### config.mk
export PLATFORM = sky130hd
export DESIGN_NAME = lagd_mem_bank_arbiter
export DESIGN_NICKNAME = d
export VERILOG_FILES = /design/src/rtl/lagd_mem_bank_arbiter.sv
export SDC_FILE = /design/constraint.sdc
export NUM_CORES = 1
export LEC_CHECK = 0
export ABC_AREA = 1
export BUFFER_PORTS_ARGS = -buffer_cell sky130_fd_sc_hd__buf_2
export CELL_PAD_IN_SITES_DETAIL_PLACEMENT = 1
export CELL_PAD_IN_SITES_GLOBAL_PLACEMENT = 1
export CORE_AREA = 2 2 212 214
export CTS_BUF_LIST = sky130_fd_sc_hd__clkbuf_4 sky130_fd_sc_hd__clkbuf_8
export CTS_CLUSTER_DIAMETER = 80
export DETAILED_ROUTE_END_ITERATION = 10
export DIE_AREA = 0 0 214 216
export PLACE_DENSITY_LB_ADDON = 0.1
export SETUP_SLACK_MARGIN = 0.1
export SLEW_MARGIN = 20
export SYNTH_ARGS = -nofsm -noshare
export SYNTH_HDL_FRONTEND = slang
export SYNTH_SLANG_ARGS = --single-unit
export TNS_END_PERCENT = 20
### constraint.sdc
create_clock -name clk_i -period 1.55 [get_ports clk_i]
set_clock_uncertainty 0.05 [all_clocks]
set_input_delay 0.155 -clock clk_i [delete_from_list [all_inputs] [get_ports clk_i]]
set_output_delay 0.155 -clock clk_i [all_outputs]
set_load 0.02 [all_outputs]
### src/rtl/lagd_mem_bank_arbiter.sv
// lagd_mem_bank_arbiter
// Single-bank arbiter in front of one SRAM bank. One wide port with priority
// and NumNarrow round-robin narrow ports share the bank. After WidePriorityWait
// consecutive cycles of starving the narrow side, one narrow access is let through.
// Each access returns one rvalid on the port that issued it, BankAccessLatency
// cycles after its grant.
// Optional build macro: LAGD_MEM_ARB_PERF_EN enables the 32-bit conflict-cycle
// counter on perf_conflict_o. Without it, perf_conflict_o is tied to zero.
module lagd_mem_bank_arbiter #(
    parameter int unsigned NumNarrow         = 2,
    parameter int unsigned AddrWidth         = 11,
    parameter int unsigned DataWidth         = 64,
    parameter int unsigned WidePriorityWait  = 4,
    parameter int unsigned BankAccessLatency = 1
) (
    input  logic                           clk_i,
    input  logic                           rst_ni,
    input  logic [NumNarrow-1:0]           narrow_req_i,
    input  logic [NumNarrow-1:0]           narrow_we_i,
    input  logic [NumNarrow*AddrWidth-1:0] narrow_addr_i,
    input  logic [NumNarrow*DataWidth-1:0] narrow_wdata_i,
    output logic [NumNarrow-1:0]           narrow_gnt_o,
    output logic [NumNarrow-1:0]           narrow_rvalid_o,
    output logic [DataWidth-1:0]           narrow_rdata_o,
    input  logic                           wide_req_i,
    input  logic                           wide_we_i,
    input  logic [AddrWidth-1:0]           wide_addr_i,
    input  logic [DataWidth-1:0]           wide_wdata_i,
    output logic                           wide_gnt_o,
    output logic                           wide_rvalid_o,
    output logic [DataWidth-1:0]           wide_rdata_o,
    output logic                           bank_req_o,
    output logic                           bank_we_o,
    output logic [AddrWidth-1:0]           bank_addr_o,
    output logic [DataWidth-1:0]           bank_wdata_o,
    input  logic [DataWidth-1:0]           bank_rdata_i,
    output logic [31:0]                    perf_conflict_o
);

    localparam int unsigned IdxW = (NumNarrow > 1) ? $clog2(NumNarrow) : 1;
    localparam int unsigned CntW = (WidePriorityWait > 0) ? $clog2(WidePriorityWait + 1) : 1;
    localparam int unsigned Lat  = BankAccessLatency;

    logic [CntW-1:0] starve_cnt;
    logic [IdxW-1:0] rr_ptr;
    logic [IdxW-1:0] rr_idx;
    logic            any_narrow;
    logic            narrow_wins;
    logic            wide_gnt;
    logic            narrow_gnt;

    logic [Lat-1:0]  pipe_valid;
    logic [Lat-1:0]  pipe_wide;
    logic [IdxW-1:0] pipe_idx [Lat];

    assign any_narrow = |narrow_req_i;

    // Narrow side wins when wide is idle or the starvation budget is used up.
    // Grants are held off while reset is asserted so outputs read zero.
    assign narrow_wins = any_narrow &&
                         (!wide_req_i ||
                          ((WidePriorityWait != 0) && (starve_cnt == CntW'(WidePriorityWait))));
    assign narrow_gnt  = rst_ni && narrow_wins;
    assign wide_gnt    = rst_ni && wide_req_i && !narrow_wins;

    assign narrow_gnt_o = narrow_gnt ? (NumNarrow'(1) << rr_idx) : '0;
    assign wide_gnt_o   = wide_gnt;
    assign bank_req_o   = wide_gnt | narrow_gnt;

    // Round-robin pick: lowest requester at or above the pointer, else lowest overall.
    always_comb begin
        logic            hit_hi;
        logic            hit_lo;
        logic [IdxW-1:0] idx_hi;
        logic [IdxW-1:0] idx_lo;
        hit_hi = 1'b0;
        hit_lo = 1'b0;
        idx_hi = '0;
        idx_lo = '0;
        for (int unsigned j = 0; j < NumNarrow; j++) begin
            if (!hit_hi && narrow_req_i[j] && (j >= 32'(rr_ptr))) begin
                hit_hi = 1'b1;
                idx_hi = IdxW'(j);
            end
            if (!hit_lo && narrow_req_i[j]) begin
                hit_lo = 1'b1;
                idx_lo = IdxW'(j);
            end
        end
        rr_idx = hit_hi ? idx_hi : idx_lo;
    end

    // Route the granted port's operands to the bank.
    always_comb begin
        bank_we_o    = 1'b0;
        bank_addr_o  = '0;
        bank_wdata_o = '0;
        if (wide_gnt) begin
            bank_we_o    = wide_we_i;
            bank_addr_o  = wide_addr_i;
            bank_wdata_o = wide_wdata_i;
        end else if (narrow_gnt) begin
            for (int unsigned j = 0; j < NumNarrow; j++) begin
                if (rr_idx == IdxW'(j)) begin
                    bank_we_o    = narrow_we_i[j];
                    bank_addr_o  = narrow_addr_i[j*AddrWidth +: AddrWidth];
                    bank_wdata_o = narrow_wdata_i[j*DataWidth +: DataWidth];
                end
            end
        end
    end

    // Count consecutive cycles in which a narrow request went unserved.
    always_ff @(posedge clk_i or negedge rst_ni) begin
        if (!rst_ni) begin
            starve_cnt <= '0;
        end else if (narrow_gnt || !any_narrow) begin
            starve_cnt <= '0;
        end else if (starve_cnt != CntW'(WidePriorityWait)) begin
            starve_cnt <= starve_cnt + CntW'(1);
        end
    end

    // Advance the round-robin pointer past the port just served.
    always_ff @(posedge clk_i or negedge rst_ni) begin
        if (!rst_ni) begin
            rr_ptr <= '0;
        end else if (narrow_gnt) begin
            rr_ptr <= (rr_idx == IdxW'(NumNarrow - 1)) ? '0 : rr_idx + IdxW'(1);
        end
    end

    // Carry {valid, is_wide, index} of each granted access to the response slot.
    always_ff @(posedge clk_i or negedge rst_ni) begin
        if (!rst_ni) begin
            pipe_valid <= '0;
            pipe_wide  <= '0;
            for (int unsigned i = 0; i < Lat; i++) begin
                pipe_idx[i] <= '0;
            end
        end else begin
            pipe_valid[0] <= bank_req_o;
            pipe_wide[0]  <= wide_gnt;
            pipe_idx[0]   <= rr_idx;
            for (int unsigned i = 1; i < Lat; i++) begin
                pipe_valid[i] <= pipe_valid[i-1];
                pipe_wide[i]  <= pipe_wide[i-1];
                pipe_idx[i]   <= pipe_idx[i-1];
            end
        end
    end

    assign wide_rvalid_o   = pipe_valid[Lat-1] && pipe_wide[Lat-1];
    assign narrow_rvalid_o = (pipe_valid[Lat-1] && !pipe_wide[Lat-1]) ?
                             (NumNarrow'(1) << pipe_idx[Lat-1]) : '0;
    // Read data is masked outside a response so the rdata outputs sit at zero.
    assign wide_rdata_o    = wide_rvalid_o ? bank_rdata_i : '0;
    assign narrow_rdata_o  = (|narrow_rvalid_o) ? bank_rdata_i : '0;

`ifdef LAGD_MEM_ARB_PERF_EN
    logic [31:0] perf_cnt;
    logic        conflict;

    assign conflict = (wide_req_i && !wide_gnt) || (|(narrow_req_i & ~narrow_gnt_o));

    // Count cycles where at least one request was left waiting; wraps at 2^32.
    always_ff @(posedge clk_i or negedge rst_ni) begin
        if (!rst_ni) begin
            perf_cnt <= '0;
        end else if (conflict) begin
            perf_cnt <= perf_cnt + 32'd1;
        end
    end

    assign perf_conflict_o = perf_cnt;
`else
    assign perf_conflict_o = '0;
`endif

endmodule

==> reports/metrics.cfg <==
[worst_setup_path]
cp.buffers_inverters=5
path_max_fanout=6
timing.rr.start=starve_cnt[1]
max_stage_delay_ps=390
rr_endpoint=pipe_valid
path_cells=inv_2 -> ha_4 -> nand2_4 -> nand2_4 -> nand3_4 -> clkinv_8 -> buf_12 -> buf_16 -> nand2_2 -> nand2_2 -> buf_6
crit_required_ps=1340
r2r_slack_ps=30
cp_top_family=buffers and inverters
cp_slowest_cell=dfrtp_1
crit_type=reg -> out
rr_worst_depth=9
cp-start-kind=flip-flop
end_kind=output pin
cp_data_arrival_time_ps=1700

[flow_run]
max_cap_violations=0

[final_layout]
drive_above_1_share_pct=49.88
areaGrowthSynthToFinish_pct=122.5
final_util_pct=18.20
fin_nets=1591
fin_area_um2=7980

[floorplan]
die_w_um=214
core.rowCount=77
ios=540
coreArea_um2=43840
die_area_um2=46220
start_util_pct=8.183
fp.dieH_um=216

[global_routing]
grt_max_degree=48
met2_usage_pct=23.80
top_usage_layer=met2
grtUsageTotal_pct=12.47
grt_pass1_vias=7014
use_met1_pct=13.61
antenna_found_initial=11
gr-usage-met3_pct=4.031
grt_pass1_wl_um=44640
grt-ovfl-total=0

[synthesis]
synth_area_leaders=nand2_1, nand3_1, nor2_1, inv_1, buf_4
yosys.area.top_type=nand2_1
syn_avg_cell_area_um2=4.518
ys_seq_area_share_pct=4.883
synth_edf_count=0
async_reset_ff_share_pct=100.0
ys.flop_type=dfrtp_1
synthCells=794
yosysMostFrequentCell=nand2_1
ys_top_cells_by_count=nand2_1, nand3_1, nor2_1
yosysWarnings=0
ys_seq_elements=7
syn_area_um2=3587
synth_top_area_share_pct=32.75
synthDistinctLibCells=20

[sta]
finalCritPeriodShare_pct=123.2
hold_slack_ps=404.2
rsz0062_at_grt=true
setup_viol=80
tns_ps=-24180
hold_violations=0
period_minus_slack_ps=1910
fmax_mhz=523.7
finalWorstSetupSlack_ps=-359.6
slew_violations=0

[route]
num_vias=6739
first_pass_iters=4
route.detailed.drc=0
drt_iter0_markers=154
vias_per_cell=3.573
drtAntennaViolNets=0
avgRoutedWirePerCell_um=16.49
wl_um=31090

[clock_network]
cts_max_path_buffers=2
numCtsBuffers=3
worstSkewPairLatency_ps=230
cts.htree.levels=1
cts-root-buf=clkbuf_8
cts_tree=done
clock_sinks=7
path_clk_slew_ps=50

[place]
gp_congestion=0.8425
port_buffers=507
dpl.hpwl_um=25110
post_dp_cell_area_um2=7077

[pwr]
ir_drop_v=0.0001598
cellPowerDensity_nw_per_um2=562.9
p_leak_nw=5.040
total_power_mw=4.492

[status]
violations=setup timing
outcome=finished, violations left

[worst_hold_path]
worstHoldPathType=in -> async

==> registers in the layout, indices dropped and copies added, names as in the netlist <==
signal and flops:
starve_cnt 3, pipe_valid 1, rr_ptr 1, pipe_idx 1
pipe_wide 1
==> final cells by class <==
class	instances	area, µm²
Fill cell	5624	35860
Timing Repair Buffer	557	3756
Inverter	78	305.3
Tap cell	592	740.7
Sequential cell	7	175.2
Multi-Input combinational cell	645	2947
Antenna cell	3	7.507
Clock buffer	4	48.80
==> cells by family (layout without fill, tap and decap cells) <==
| kind of cell | Yosys count | in the layout | share of synthesized area (%) |
|---|---|---|---|
| fa+ha+maj | 2 | 2 | 0.6975 |
| compound gates | 4 | 4 | 0.5578 |
| flops | 7 | 7 | 4.883 |
| buf+inv | 173 | 639 | 24.07 |
| xor+xnor | 1 | 1 | 0.2442 |
| simple gates | 606 | 606 | 69.45 |
| other cells | 1 | 35 | 0.1045 |
==> per-layer routing <==
layer / up-vias / routed length [µm]
met2: 303 / 16380
met4: 14 / 284
met5: - / 79
met3: 24 / 2474
li1: 3343 / -
met1: 3055 / 11870
==> power by group <==
group / internal (mW) / total [mW] / switching [mW]
logic: 1.60 / 3.92 / 2.32
clock network: 0.196 / 0.285 / 0.0890
registers: 0.236 / 0.283 / 0.0470
==> repair_timing <==
action | in CTS | in global routing
hold buffers | 1 | 0
hold endpoints to repair | 7 | 0
resized for setup | 117 | 123
setup buffers | 1 | 0
cloned | 3 | 2
endpoints found under the setup margin | 210 | 214
pin swaps | 5 | 10
==> worst reg2reg max path, stage by stage, from the launching register on <==
cell and delay [ps]:
dfrtp_1 390, inv_2 90, ha_4 140, nand2_4 50, nand2_4 80, nand2_4 130, buf_12 190, nand2_1 90
nand2_1 70, buf_4 130
==> placed cells by master (no fill, tap or decap), drive strengths merged <==
master and count:
a21oi 1, buf 554, clkbuf 6, clkinv 1, conb 32, dfrtp 7, diode 3, dlygate4sd3 1
ha 2, inv 77, nand2 318, nand3 153, nor2 135, o21ai 3, xor2 1
==> worst max-delay path by stage <==
stage | startpoint | endpoint | slack (ps) | depth (start not counted)
CTS | starve_cnt[1] | bank_wdata_o[7] | -410 | 10
global placement | starve_cnt[1] | bank_wdata_o[38] | -160 | 9
global route | starve_cnt[0] | bank_wdata_o[23] | -470 | 9
finish | starve_cnt[1] | bank_addr_o[0] | -360 | 11
detailed placement | starve_cnt[1] | bank_wdata_o[54] | -180 | 9
floorplan | starve_cnt[0] | bank_wdata_o[24] | 50 | 10
==> metrics by stage <==
step           std cells  setup WS [ps]
6_report            1886         -359.6
4_1_cts             1881         -411.8
2_1_floorplan        825          45.03
3_5_place_dp        1872         -178.2
3_3_place_gp        1872         -157.2
5_1_grt             1886         -465.3
Power figures use the tool's default switching activity.
